### config.mk
export PLATFORM = sky130hd
export DESIGN_NAME = canvas_dump
export DESIGN_NICKNAME = d
export VERILOG_FILES = /design/src/rtl/canvas_dump.sv
export SDC_FILE = /design/constraint.sdc
export NUM_CORES = 1
export LEC_CHECK = 0
export BUFFER_PORTS_ARGS = -buffer_cell sky130_fd_sc_hd__buf_2
export CAP_MARGIN = 5
export CORE_UTILIZATION = 55
export CTS_CLUSTER_DIAMETER = 40
export DETAILED_ROUTE_END_ITERATION = 7
export PLACE_DENSITY_LB_ADDON = 0.05
export REMOVE_ABC_BUFFERS = 1
export SYNTH_ARGS = -nofsm -noshare
export SYNTH_HDL_FRONTEND = slang
export SYNTH_SLANG_ARGS = --single-unit
### constraint.sdc
create_clock -name pixel_clk_in -period 5.05 [get_ports pixel_clk_in]
set_input_delay 0.505 -clock pixel_clk_in [delete_from_list [all_inputs] [get_ports pixel_clk_in]]
set_output_delay 0.505 -clock pixel_clk_in [all_outputs]
set_load 0.02 [all_outputs]
### src/rtl/canvas_dump.sv
// canvas_dump: streams the 4-bit colour canvas out as bytes.
//
// Walks the frame buffer linearly through a spare BRAM read port, packs two
// pixels per byte (even address in the low nibble) and emits the frame on a
// valid/ready byte stream, preceded by SYNC_BYTE.
//
// Ports:
//   pixel_clk_in  clock
//   rst_in        asynchronous reset, active low
//   start_in      one-cycle dump request (ignored while busy)
//   mem_addr_out  BRAM read address (x + H_ACTIVE*y)
//   mem_data_in   BRAM read data, READ_LATENCY cycles after the address
//   data_out      stream byte
//   valid_out     data_out valid
//   ready_in      downstream accept
//   busy_out      high from start acceptance until the last byte is accepted
//   done_out      one-cycle pulse after the last byte handshake
module canvas_dump #(
   parameter int         H_ACTIVE     = 640,
   parameter int         V_ACTIVE     = 360,
   parameter int         READ_LATENCY = 2,
   parameter int         FIFO_DEPTH   = 8,
   parameter logic [7:0] SYNC_BYTE    = 8'hA5,
   localparam int        DEPTH        = H_ACTIVE * V_ACTIVE,
   localparam int        AW           = $clog2(DEPTH)
) (
   input  logic          pixel_clk_in,
   input  logic          rst_in,
   input  logic          start_in,
   output logic [AW-1:0] mem_addr_out,
   input  logic [3:0]    mem_data_in,
   output logic [7:0]    data_out,
   output logic          valid_out,
   input  logic          ready_in,
   output logic          busy_out,
   output logic          done_out
);

   localparam int CW = $clog2(DEPTH) + 1;          // no wrap at DEPTH
   localparam int PW = (FIFO_DEPTH > 1) ? $clog2(FIFO_DEPTH) : 1;
   localparam int FW = $clog2(FIFO_DEPTH + 1);

   typedef enum logic [1:0] {IDLE, SYNC, STREAM, FINISH} state_t;

   state_t                  state_q;
   logic [CW-1:0]           issued_q;
   logic [CW-1:0]           sent_q;
   logic [AW-1:0]           mem_addr_q;
   logic [READ_LATENCY-1:0] vld_pipe_q;
   logic [3:0]              fifo_mem_q [FIFO_DEPTH];
   logic [PW-1:0]           wr_ptr_q, rd_ptr_q;
   logic [FW-1:0]           fifo_cnt_q, fifo_cnt_d;
   logic [7:0]              data_q;
   logic                    valid_q, busy_q, done_q;

   logic                    active, issue, push, pop, hs, last_hs;
   int                      inflight;

   function automatic logic [PW-1:0] ptr_inc(input logic [PW-1:0] p);
      return (p == PW'(FIFO_DEPTH - 1)) ? '0 : p + 1'b1;
   endfunction

   always_comb begin
      inflight = 0;
      for (int i = 0; i < READ_LATENCY; i++)
         inflight += int'(vld_pipe_q[i]);
      active  = (state_q == SYNC) || (state_q == STREAM);
      hs      = valid_q && ready_in;
      // Credit rule: FIFO occupancy plus reads still in the BRAM pipe never
      // exceeds FIFO_DEPTH, so every returning nibble has a slot.
      issue   = active && (issued_q < CW'(DEPTH)) &&
                ((int'(fifo_cnt_q) + inflight) < FIFO_DEPTH);
      push    = vld_pipe_q[READ_LATENCY-1];
      // Load a new byte when the output slot is free or is being accepted
      // now; in SYNC the slot holds the sync byte, so this needs hs there.
      pop     = active && (fifo_cnt_q >= FW'(2)) && (!valid_q || ready_in);
      last_hs = (state_q == STREAM) && hs && (sent_q == CW'(DEPTH/2 - 1));
      fifo_cnt_d = fifo_cnt_q + FW'(push) - (pop ? FW'(2) : FW'(0));
   end

   // FIFO storage needs no reset; pointers and count define emptiness.
   always_ff @(posedge pixel_clk_in) begin
      if (push) fifo_mem_q[wr_ptr_q] <= mem_data_in;
   end

   always_ff @(posedge pixel_clk_in or negedge rst_in) begin
      if (!rst_in) begin
         state_q    <= IDLE;
         issued_q   <= '0;
         sent_q     <= '0;
         mem_addr_q <= '0;
         vld_pipe_q <= '0;
         wr_ptr_q   <= '0;
         rd_ptr_q   <= '0;
         fifo_cnt_q <= '0;
         data_q     <= '0;
         valid_q    <= 1'b0;
         busy_q     <= 1'b0;
         done_q     <= 1'b0;
      end else begin
         // Read issue and return pipe
         vld_pipe_q[0] <= issue;
         for (int i = 1; i < READ_LATENCY; i++)
            vld_pipe_q[i] <= vld_pipe_q[i-1];
         if (issue) begin
            issued_q <= issued_q + 1'b1;
            // Hold at DEPTH-1 after the final read rather than wrapping
            if (issued_q != CW'(DEPTH - 1))
               mem_addr_q <= mem_addr_q + 1'b1;
         end

         if (push) wr_ptr_q <= ptr_inc(wr_ptr_q);
         if (pop)  rd_ptr_q <= ptr_inc(ptr_inc(rd_ptr_q));
         fifo_cnt_q <= fifo_cnt_d;

         case (state_q)
            IDLE: begin
               if (start_in) begin
                  state_q    <= SYNC;
                  busy_q     <= 1'b1;
                  valid_q    <= 1'b1;
                  data_q     <= SYNC_BYTE;
                  issued_q   <= '0;
                  sent_q     <= '0;
                  mem_addr_q <= '0;
               end
            end
            SYNC: begin
               if (hs) begin
                  state_q <= STREAM;
                  if (pop) data_q <= {fifo_mem_q[ptr_inc(rd_ptr_q)], fifo_mem_q[rd_ptr_q]};
                  valid_q <= pop;
               end
            end
            STREAM: begin
               if (hs) sent_q <= sent_q + 1'b1;
               if (last_hs) begin
                  state_q    <= FINISH;
                  valid_q    <= 1'b0;
                  busy_q     <= 1'b0;
                  done_q     <= 1'b1;
                  mem_addr_q <= '0;
               end else if (pop) begin
                  data_q  <= {fifo_mem_q[ptr_inc(rd_ptr_q)], fifo_mem_q[rd_ptr_q]};
                  valid_q <= 1'b1;
               end else if (hs) begin
                  valid_q <= 1'b0;
               end
            end
            FINISH: begin
               done_q  <= 1'b0;
               state_q <= IDLE;
            end
            default: state_q <= IDLE;
         endcase
      end
   end

   assign mem_addr_out = mem_addr_q;
   assign data_out     = data_q;
   assign valid_out    = valid_q;
   assign busy_out     = busy_q;
   assign done_out     = done_q;

endmodule

Yosys cells after proc, flatten, opt, wreduce, memory -nomap -nowiden
Memories as Yosys holds them, arrays and structs flattened. Cells that the tools add are included. W data, S select, Z words.

Bits in registers: 81. Memories kept: 1. Input port bits: 8. Output and inout bits: 29. RAM bits: 32.

Memory list: fifo_mem_q (depth 8, bits a word 4, read ports 2, clocked after Yosys merged registers in 0, wr ports 1, line 50) `logic [3:0] fifo_mem_q [FIFO_DEPTH];`.

Equality and inequality tests: 14. Mux-type cells: 36. Reductions and logical operators: 20. Add/subtract/negate cells: 10. Order comparisons: 3.

Operators with widths (number): $mux W19 (5); $mux W18 (4); $add A19 B1 Y19 const B (2); $pmux W19 S2 (1); $pmux W18 S2 (1); $mux W8 (4); $pmux W8 S3 (1); $eq A19 B17 Y1 const B (1); $lt A19 B18 Y1 const B (1); $ne A19 B18 Y1 const B (1); $add A18 B1 Y18 const B (1); $ne A2 B2 Y1 const B (5); $add A3 B1 Y3 const B (3); $eq A3 B3 Y1 const B (3); $mux W1 (9); $mux W3 (3); $reduce_and A3 Y1 (3); $mux W2 (4); $pmux W2 S4 (1); $reduce_and A4 Y1 (2); $logic_and A1 B1 Y1 (7); $add A4 B2 Y5 (1); $lt A5 B4 Y1 const B (1); $add A4 B1 Y4 (1); 14 further kinds (18).

Longest topological paths before layout
Gate-level depths: netlist of run 1.

Word-level depth: 7. Mapped depth: 10.

Worst setup path after synthesis of run 1
No wires, ideal clock.

Path kind: register -> register. Start point: register rd_ptr_q[0]. End point: register data_q[5] (netlist: data_out[5]). Stages on the path, launching flop included: 7. Path buffers: 0. Setup time: 0.132 ns. Period minus slack after synthesis: 2.266 ns. Slack: 2.784 ns. Arrival time: 2.135 ns. Data required time: 4.918 ns. Cells stage by stage: dfrtp_1 ha_1 ha_1 nor2_2 mux4_2 mux2_2 a2bb2oi_1.

Word-level cells in the longest chain between the ends: 6.

Ends and longest elaborated chain: start, declared (line 51) `logic [PW-1:0] wr_ptr_q, rd_ptr_q;`; start signal, assigned (line 113) `if (pop) rd_ptr_q <= ptr_inc(ptr_inc(rd_ptr_q));`; $add A3 B1 Y3 / $eq A3 B3 Y1 (equally long branches) (line 60) `return (p == PW'(FIFO_DEPTH - 1)) ? '0 : p + 1'b1;`; $mux W3 (*) (line 60); $mem_v2 Z8 W4 (*); $mux W8 (*) (line 143) `end else if (pop) begin`; $mux W8 (on tied branches) (line 137, 129); $pmux W8 S3 (*) (line 116) `case (state_q)`; end signal, assigned (line 131) `if (pop) data_q <= {fifo_mem_q[ptr_inc(rd_ptr_q)], fifo_mem_q[rd_ptr_q]};`; end signal, assigned (line 144) `data_q <= {fifo_mem_q[ptr_inc(rd_ptr_q)], fifo_mem_q[rd_ptr_q]};`; end, declared (line 53) `logic [7:0] data_q;`.

Mark *: on every way between the ends. The rest lies on a longest branch, timed or not. The select of a mux whose other input is x is not followed. A chain may end at the register's enable or synchronous reset.

Worst setup path in the final report of run 1
Start point: register rd_ptr_q[0]. End point: register data_q[7] (netlist: data_out[7]).

The elaborated chain is that of the path after synthesis.

==> results.py, run 1 <==
metrics = {
    "detailed_routing": {
        "vias": 4256,
        "ant_nets": 0,
        "drc": 0,
        "wirelength_um": 11800,
        "wl_per_cell_um": 16.6,
        "routed_via_density": 6.02,
        "drtIter0Drc": 200,
        "drtPass1Iterations": 4,
    },
    "global_route": {
        "grt_usage_pct": 23.5,
        "overflow": 0,
        "grt_pass1_vias": 4116,
        "grt_pass1_wl_um": 19900,
        "grt_max_degree": 52,
        "antenna_found_initial": 0,
    },
    "die": {
        "dieArea_um2": 11100,
        "ios": 37,
        "core_um2": 10300,
        "initial_core_util_pct": 56.8,
        "die_width_um": 105,
        "num_rows": 37,
        "die_y_um": 105,
    },
    "power": {
        "power_frac_seq_pct": 38.9,
        "leakage_nw": 2.75,
        "switching_power_w": 0.00136,
        "power_density_nw_per_um2": 551,
        "p_int_w": 0.00233,
        "switching_share_pct": 36.9,
        "clkPwrFrac_pct": 29.8,
        "pwr-share-comb_pct": 31.3,
        "max-vdd-ir-drop_mv": 0.307,
        "total_power_w": 0.00369,
    },
    "finish": {
        "syn_to_final_growth_pct": 14.1,
        "nFillCells": 802,
        "antennaDiodeCount": 0,
        "layout-drive-gt1-share_pct": 18.4,
        "fin_nets": 585,
        "multi_input_area_um2": 2690,
        "seqCellArea_um2": 2990,
    },
    "hold_path": {
        "hp-class": "input port to flip-flop",
    },
    "cts": {
        "cts_buffer_depth": 2,
        "clock_latency_ns": 0.54,
        "cts-root-buf": "clkbuf_8",
        "clkTransAtPathRegs_ns": 0.06,
        "clock_sinks": 113,
        "htreeDepth": 4,
        "ctsResizeCount": 0,
        "cts_buffers": 17,
        "cts_tree": "yes",
    },
    "synthesis": {
        "synth_cell_types": 60,
        "syn_inst": 522,
        "synth-edff-count": 32,
        "syn_area_um2": 5860,
        "synth_ff_type": "dfrtp_1",
        "synth_area_leader_cell": "dfrtp_1",
        "synth_area_per_cell_um2": 11.2,
        "synth.ff_latch_count": 113,
        "synth.top_cell.area_share_pct": 34.6,
        "async_flop_share_pct": 71.7,
        "synthTopCellsByArea": "dfrtp_1 35%, edfxtp_1 16%, mux4_2 6.1%, ha_1 4.1%, a21oi_1 3.1%",
        "synth-warning-count": 0,
        "ys_seq_area_share_pct": 51.0,
    },
    "setup_path": {
        "slowest_stage": "mux4_2",
        "critPathKind": "flip-flop to flip-flop",
        "max_stage_delay_ns": 0.60,
        "timing.critical_path.mode_cell": "ha_1",
        "startpoint_type": "flip-flop",
        "cp_cell_sequence": "ha_1, ha_1, nor2_2, mux4_2, mux2_2, a2bb2oi_1",
        "arrival_ns": 3.20,
        "worstPathMaxFanout": 12,
        "crit_required_ns": 5.46,
        "critPathTopFamily": "multiplexers",
        "critPathBufInv": 0,
        "cp-end-kind": "flip-flop",
    },
    "place": {
        "port_buffers": 36,
        "routabilityCongestion": 0.820,
        "dp_hpwl_um": 7930,
    },
    "job": {
        "cap_violations": 0,
    },
    "sta": {
        "finalHoldViolations": 0,
        "rsz0062_at_grt": "false",
        "tns_ns": 0,
        "fmax_mhz": 359,
        "setup_violations": 0,
        "finalMaxSlewViolations": 0,
        "finalCriticalPeriod_ns": 2.78,
        "clock-skew-final_ns": 0.00439,
        "fin_crit_sh_pct": 55.1,
        "worstMarginPinSlew_ns": 1.17,
        "relSlewSlack_pct": 21.5,
    },
    "outcome": {
        "status": "completed",
    },
}
==> per-layer routing <==
layer / up-vias / track usage, % / wire length (µm)
met5: - / 0 / 0
met4: 0 / 7.34 / 148
met3: 14 / 8.23 / 495
met2: 80 / 36.4 / 5710
met1: 2109 / 31.1 / 5410
li1: 2053 / - / -
==> final cells by class <==
cell class	instances	area share, %
repair buffers	40	3.22
clock buffers	17	6.19
flip-flops and latches	113	44.7
inverters	20	1.12
clock inverters	15	2.06
well taps	136	2.54
multi-input cells	366	40.2
==> registers in the layout, summed over array words and instances (netlist names) <==
| name | count |
|---|---|
| valid_out | 1 |
| issued_q | 19 |
| fifo_mem_q | 32 |
| done_out | 1 |
| rd_ptr_q | 3 |
| data_out | 8 |
| vld_pipe_q | 2 |
| busy_out | 1 |
| sent_q | 19 |
| mem_addr_out | 18 |
| wr_ptr_q | 3 |
| fifo_cnt_q | 4 |
| state_q | 2 |
==> layout by cell type, fill, tap and decap left out, drive strengths merged, types with 6 or more instances in the layout <==
cell,netlist,layout
xnor2,12,12
a21oi,36,36
nor3,8,8
or3,12,12
inv,19,22
o31ai,18,18
o21ai,18,18
ha,19,19
buf,9,39
nor2,29,29
xor2,9,9
nand4,12,12
nand2,47,47
nand3,25,25
or4,20,20
and3,12,12
clkbuf,14,17
mux4,16,16
edfxtp,32,32
clkinv,1,9
dfrtp,81,81
and2,6,6
mux2i,6,6
mux2,9,9
nor4,6,6
==> Yosys cell counts, drive strengths merged, types with 12 or more instances <==
| master | number |
|---|---|
| nand2 | 47 |
| o31ai | 18 |
| o21ai | 18 |
| nand3 | 25 |
| dfrtp | 81 |
| a21oi | 36 |
| xnor2 | 12 |
| and3 | 12 |
| nor2 | 29 |
| nand4 | 12 |
| edfxtp | 32 |
| inv | 19 |
| mux4 | 16 |
| or4 | 20 |
| clkbuf | 14 |
| or3 | 12 |
| ha | 19 |
==> cell families (layout without fill, tap and decap cells) <==
logic type,Yosys count,in the layout,share of synthesized area (%)
fa+ha+maj,19,19,4.06
buf+inv,43,92,3.14
mux,31,31,8.90
xor+xnor,21,21,3.14
simple gates,193,193,18.0
flops,113,113,51.0
compound gates,102,102,11.7
==> power by group through the flow <==
stage               Combinational [W]  Clock [W]  Sequential (W)
floorplan                    0.000820          0         0.00145
global placement              0.00112          0         0.00143
CTS                           0.00116    0.00112         0.00143
finish                        0.00115    0.00110         0.00144
detailed placement            0.00116          0         0.00144
global route                  0.00130    0.00116         0.00147
==> stage by stage <==
step	util [%]	cells	hold slack (ns)	worst slack (ns)	area (µm²)
final	64.8	707	0.227	2.27	6690
after global routing	64.8	707	0.219	1.98	6690
after CTS	64.8	707	0.200	2.22	6690
after detailed placement	59.3	674	0.380	2.23	6130
after global placement	59.3	674	0.372	2.32	6130
after floorplan	-	499	0.209	2.46	5750
==> path summary, 6_finish.rpt <==
kind	slack [ns]	from	cells past startpoint	endpoint
setup / recovery	2.27	rd_ptr_q[0]$_DFFE_PN0P_	6	data_out[7]$_DFFE_PN0P_
hold / removal	0.23	mem_data_in[2]	1	fifo_mem_q[5][2]$_DFFE_PP_
setup reg to reg	2.27	rd_ptr_q[0]$_DFFE_PN0P_	6	data_out[7]$_DFFE_PN0P_
hold reg to reg	0.39	vld_pipe_q[0]$_DFF_PN0_	0	vld_pipe_q[1]$_DFF_PN0_
max in group asynchronous	3.62	rst_in	3	issued_q[11]$_DFF_PN0_
min in group asynchronous	0.48	rst_in	2	sent_q[14]$_DFFE_PN0P_
==> repair_timing <==
item / in CTS / in global routing
setup buffers: 0 / 0
hold buffers: 1 / 0
hold endpoints to repair: 39 / 0
(Power assumes the default switching activity.)
==> run 2, diff against run 1 <==
- ABC_AREA: unset -> 1
- clock period: 5.05 -> 2.5 ns (I/O delays scaled with it)
==> run 2 against run 1 <==
Effect of this change: hold slack worse by 0.11 ns; clock skew up 0.0022 ns; combinational power rose to 2.6 times the previous value; via count up 30%; fmax up 25%; core utilization up 0.16 points; largest power group is now combinational cells; die area up 8.5%.
==> results.py, run 2 <==
metrics = {
    "setup_path": {
        "max_stage_delay_ns": 0.43,
        "cp-end-kind": "flip-flop",
        "crit_required_ns": 2.79,
        "arrival_ns": 2.53,
        "slowest_stage": "ha_1",
        "worstPathMaxFanout": 7,
        "critPathKind": "flip-flop to flip-flop",
        "startpoint_type": "flip-flop",
        "cp_cell_sequence": "inv_1, ha_1, inv_2, a21oi_2, o21ai_2, ha_1, ha_1, o21ai_0, nand2_1, xnor2_1",
        "timing.critical_path.mode_cell": "ha_1",
    },
    "detailed_routing": {
        "wl_per_cell_um": 13.9,
        "ant_nets": 0,
        "wirelength_um": 14200,
        "drtIter0Drc": 421,
        "vias": 5553,
        "drc": 0,
        "routed_via_density": 5.43,
        "drtPass1Iterations": 7,
    },
    "cts": {
        "clock_latency_ns": 0.42,
        "cts_setup_buffers": 0,
        "cts_tree": "yes",
        "cts-root-buf": "clkbuf_16",
        "clkTransAtPathRegs_ns": 0.05,
        "cts_buffers": 17,
        "cts_buffer_depth": 2,
        "clock_sinks": 113,
        "htreeDepth": 4,
    },
    "finish": {
        "nFillCells": 915,
        "largestRegisters": "fifo_mem_q x32, issued_q x19, sent_q x19",
        "final_cells": 1023,
        "stdcell_area_um2": 7190,
        "largest_reg_flops": 32,
        "antennaDiodeCount": 0,
        "syn_to_final_growth_pct": 13.0,
        "regMostFlops": "fifo_mem_q",
        "layout_common_cells": "205 x nand2_1, 139 x nor2_1, 85 x inv_1, 81 x dfrtp_1, 54 x o21ai_0",
        "layout-drive-gt1-share_pct": 12.1,
        "fin_nets": 897,
        "layout_commonest_cell": "nand2_1",
        "post-route-util_pct": 64.9,
    },
    "power": {
        "leakage_nw": 3.37,
        "power_density_nw_per_um2": 1050,
        "max-vdd-ir-drop_mv": 0.703,
    },
    "die": {
        "initial_core_util_pct": 57.5,
        "num_rows": 38,
        "core_um2": 11100,
        "die_width_um": 110,
        "ios": 37,
        "die_y_um": 110,
        "dieArea_um2": 12000,
    },
    "place": {
        "port_buffers": 36,
        "dp_cells": 990,
        "routabilityCongestion": 0.929,
        "dp_hpwl_um": 10200,
        "place_area_um2": 6690,
    },
    "sta": {
        "finalHoldViolations": 0,
        "worstMarginPinSlew_ns": 0.578,
        "whs_ns": 0.112,
        "finalMaxSlewViolations": 0,
        "fmax_mhz": 448,
        "clock-skew-final_ns": 0.00662,
        "relSlewSlack_pct": 61.5,
        "setup_violations": 0,
        "fin_crit_sh_pct": 89.3,
        "rsz0062_at_grt": "false",
        "finalCriticalPeriod_ns": 2.23,
        "tns_ns": 0,
    },
    "synthesis": {
        "synth_area_per_cell_um2": 7.76,
        "syn_area_um2": 6370,
        "synth_cell_types": 45,
        "synth_ff_type": "dfrtp_1",
        "synth-edff-count": 32,
        "syn_inst": 821,
        "synth_area_leader_cell": "dfrtp_1",
        "synth.top_cell.area_share_pct": 31.8,
        "synthTopCellsByArea": "dfrtp_1 32%, edfxtp_1 15%, nand2_1 12%, nor2_1 8.2%, inv_1 5.0%",
        "synth_commonest_cells": "205 x nand2_1, 139 x nor2_1, 85 x inv_1",
        "synth.ff_latch_count": 113,
        "async_flop_share_pct": 71.7,
        "synth.most_common_cell": "nand2_1",
        "ys_seq_area_share_pct": 46.9,
        "synth-warning-count": 0,
    },
    "global_route": {
        "antenna_found_initial": 0,
        "grt_usage_pct": 25.6,
        "overflow": 0,
        "grt_max_degree": 43,
        "grt_pass1_vias": 5170,
        "grt_pass1_wl_um": 23700,
    },
    "job": {
        "cap_violations": 0,
    },
    "outcome": {
        "status": "completed",
    },
    "hold_path": {
        "hp-class": "input port to flip-flop",
    },
}
[run 2: cell types whose count changed after synthesis, sizes merged, moves of 11 or more]
cell   delta
nand2   +167
and3     -11
nand3    +16
or3      -12
o31ai    -17
mux4     -16
inv      +74
or4      -20
nor2    +122
o21ai    +49
[run 2: worst max-delay path: cells and delay by family, from the launching register on]
family	cells	cell delay [ns]
and+or+nand+nor	1	0.09
buffers and inverters	2	0.18
xor gates and xnor gates	1	0.13
DFF	1	0.39
AOI/OAI and AO/OA	3	0.38
adders and majority gates	3	0.95
[run 2: final timing paths]
kind                                                    to                     from  depth (start not counted)  slack (ns)
worst min-delay path            fifo_mem_q[4][0]$_DFFE_PP_           mem_data_in[0]                          1        0.11
max in group asynchronous       mem_addr_out[11]$_DFF_PN0_                   rst_in                          3        1.50
worst max register to register     fifo_cnt_q[3]$_DFF_PN0_   state_q[0]$_DFFE_PN0P_                         10        0.27
worst min register to register     vld_pipe_q[1]$_DFF_PN0_  vld_pipe_q[0]$_DFF_PN0_                          0        0.40
worst max-delay path               fifo_cnt_q[3]$_DFF_PN0_   state_q[0]$_DFFE_PN0P_                         10        0.27
min in group asynchronous          data_out[7]$_DFFE_PN0P_                   rst_in                          2        0.37
[run 2: cell type report]
class,count,area (µm²),share of cell area (%)
clock buffer,22,454,6.31
clock inverter,10,45.0,0.626
inverter,95,357,4.96
multi-input combinational,598,2920,40.6
sequential,113,2990,41.5
tap,140,175,2.43
timing repair buffer,45,253,3.51
[run 2: logic make-up (layout without fill, tap and decap cells)]
| kind of cell | count (synthesis) | after routing | synth area share [%] |
|---|---|---|---|
| AOI/OAI and AO/OA | 125 | 125 | 10.6 |
| xor gates and xnor gates | 7 | 7 | 0.963 |
| adders and majority gates | 19 | 19 | 3.73 |
| buffers and inverters | 110 | 172 | 7.19 |
| DFF | 113 | 113 | 46.9 |
| and+or+nand+nor | 447 | 447 | 30.6 |
[run 2: what timing repair did]
| action | 4_1_cts | 5_1_grt |
|---|---|---|
| hold buffers | 1 | 0 |
| endpoints found under the setup margin | 0 | 0 |
| resized for setup | 0 | 0 |
| endpoints found under the hold margin | 39 | 0 |
[run 2: report_power, final]
group | internal, W | total, W | switching (W)
combinational | 0.000986 | 0.00299 | 0.00200
sequential | 0.00223 | 0.00250 | 0.000266
clock | 0.00126 | 0.00205 | 0.000794
[run 2: metal layers]
layer	track usage [%]	routed length [µm]
met5	0	0
met4	9.33	247
met3	6.34	651
met2	41.2	6650
met1	33.6	6660
[run 2: stage by stage]
step	power, W	setup WS (ns)
5_1_grt	0.00813	0.0427
3_5_place_dp	0.00550	0.272
6_report	0.00754	0.267
4_1_cts	0.00758	0.246
3_3_place_gp	0.00538	0.434
2_1_floorplan	0.00468	0.194
==> run 3, diff against run 2 <==
- ABC_CLOCK_PERIOD_IN_PS: unset -> 2500
- CORE_MARGIN: unset -> 10
==> run 3 against run 2 <==
Effect of this change: non-clock buffer count unchanged; clock skew rose by 0.0027 ns; via count is 0.47% higher; sequential power is essentially flat; core utilization down 0.36 points; die area increased by 36%; worst setup slack improved by 0.083 ns; clock power up 28%; count of clock-buffer cells in the layout down 1; flip-flop and latch count did not move; critical path type unchanged; critical endpoint unchanged.
==> results.py, run 3 (synthesized netlist as in run 2, its figures left out) <==
metrics = {
    "outcome": {
        "status": "completed",
    },
    "finish": {
        "nFillCells": 987,
        "layout-drive-gt1-share_pct": 12.7,
        "largestRegisters": "fifo_mem_q x32, issued_q x19, sent_q x19",
        "post-route-util_pct": 64.6,
        "antennaDiodeCount": 0,
        "largest_reg_flops": 32,
        "syn_to_final_growth_pct": 15.3,
        "multi_input_area_um2": 2920,
        "stdcell_area_um2": 7340,
        "seqCellArea_um2": 2990,
        "regMostFlops": "fifo_mem_q",
        "layout_common_cells": "205 x nand2_1, 139 x nor2_1, 85 x inv_1, 81 x dfrtp_1, 54 x o21ai_0",
        "layout_commonest_cell": "nand2_1",
        "fin_nets": 897,
    },
    "die": {
        "ios": 37,
        "initial_core_util_pct": 56.0,
        "num_rows": 39,
        "core_um2": 11400,
        "die_y_um": 128,
        "die_width_um": 128,
        "dieArea_um2": 16300,
    },
    "global_route": {
        "grt_usage_pct": 18.6,
        "grt_max_degree": 51,
        "grt_pass1_wl_um": 25200,
        "antenna_found_initial": 0,
        "overflow": 0,
        "grt_pass1_vias": 5390,
    },
    "setup_path": {
        "startpoint_type": "flip-flop",
        "worstPathMaxFanout": 7,
        "cp-end-kind": "flip-flop",
        "crit_required_ns": 2.80,
        "arrival_ns": 2.45,
        "worstRegToRegCells": 10,
        "critPathKind": "flip-flop to flip-flop",
    },
    "cts": {
        "clkTransAtPathRegs_ns": 0.05,
        "cts_buffer_depth": 2,
        "clock_sinks": 113,
        "cts-root-buf": "clkbuf_16",
        "ctsResizeCount": 0,
        "htreeDepth": 4,
        "cts_buffers": 17,
        "clock_latency_ns": 0.41,
        "cts_tree": "yes",
    },
    "place": {
        "routabilityCongestion": 0.901,
        "dp_hpwl_um": 10800,
        "port_buffers": 36,
        "place_area_um2": 6690,
    },
    "sta": {
        "fmax_mhz": 465,
        "rsz0062_at_grt": "false",
        "tns_ns": 0,
        "relSlewSlack_pct": 52.8,
        "finalCriticalPeriod_ns": 2.15,
        "finalMaxSlewViolations": 0,
        "worstMarginPinSlew_ns": 0.708,
        "fin_crit_sh_pct": 86.0,
        "setup_violations": 0,
        "clock-skew-final_ns": 0.00928,
        "finalHoldViolations": 0,
    },
    "detailed_routing": {
        "wl_per_cell_um": 14.3,
        "drtIter0Drc": 501,
        "vias": 5579,
        "ant_nets": 0,
        "drc": 0,
        "drtPass1Iterations": 5,
        "wirelength_um": 14700,
        "routed_via_density": 5.44,
    },
    "power": {
        "max-vdd-ir-drop_mv": 0.877,
        "power_density_nw_per_um2": 1110,
        "leakage_nw": 3.43,
        "total_power_w": 0.00814,
    },
    "hold_path": {
        "whs_path_depth": 1,
        "hp-class": "input port to flip-flop",
    },
    "job": {
        "cap_violations": 0,
    },
}
==> run 3: cell count changes in the layout (fill, tap and decap cells not counted), sizes merged <==
cell and delta:
clkinv -6, bufinv +5, clkinvlp +2, clkbuf -1
==> run 3: routing by layer <==
| metal | global-route usage (%) | vias up | wire length [µm] |
|---|---|---|---|
| li1 | - | 2792 | - |
| met5 | 0 | - | 0 |
| met2 | 30.3 | 175 | 6960 |
| met3 | 5.29 | 15 | 774 |
| met4 | 4.90 | 0 | 121 |
| met1 | 23.9 | 2597 | 6840 |
==> run 3: report_power, final <==
group | switching [W] | leakage (nW) | internal (W)
sequential | 0.000265 | 1.36 | 0.00223
combinational | 0.00201 | 1.76 | 0.00101
clock | 0.000815 | 0.310 | 0.00181
total | 0.00309 | 3.43 | 0.00505
==> run 3: critical path: stages, from the launching register on <==
cell,delay (ns)
dfrtp_1,0.39
inv_1,0.08
ha_1,0.41
inv_2,0.10
a21oi_2,0.14
o21ai_2,0.12
ha_1,0.20
ha_1,0.30
o21ai_0,0.09
nand2_1,0.08
xnor2_1,0.12
==> run 3: area by class of cell <==
cell class                      count  area share [%]
Clock buffer                       21            6.27
Inverter                           95            4.86
Timing Repair Buffer               45            3.44
Multi-Input combinational cell    598            39.8
Sequential cell                   113            40.7
Tap cell                          143            2.44
Clock inverter                     11            2.50
==> run 3: worst paths after layout <==
check | startpoint | to | slack [ns]
setup / recovery | state_q[1]$_DFFE_PN0P_ | fifo_cnt_q[3]$_DFF_PN0_ | 0.35
setup reg to reg | state_q[1]$_DFFE_PN0P_ | fifo_cnt_q[3]$_DFF_PN0_ | 0.35
min in group asynchronous | rst_in | data_out[5]$_DFFE_PN0P_ | 0.43
max in group asynchronous | rst_in | busy_out$_DFFE_PN0P_ | 1.35
hold reg to reg | vld_pipe_q[0]$_DFF_PN0_ | vld_pipe_q[1]$_DFF_PN0_ | 0.40
hold / removal | mem_data_in[0] | fifo_mem_q[2][0]$_DFFE_PP_ | 0.12
==> run 3: metrics by stage <==
step | setup slack [ns] | instances | hold WS (ns)
floorplan | 0.194 | 806 | -0.0456
global placement | 0.418 | 993 | 0.319
detailed placement | 0.351 | 993 | 0.340
CTS | 0.344 | 1026 | 0.108
global route | 0.190 | 1026 | 0.128
finish | 0.350 | 1026 | 0.123
==> run 3: what timing repair did <==
item,CTS,global route
setup endpoints to repair,0,0
hold buffers,1,0
setup buffers,0,0
hold endpoints to repair,48,0
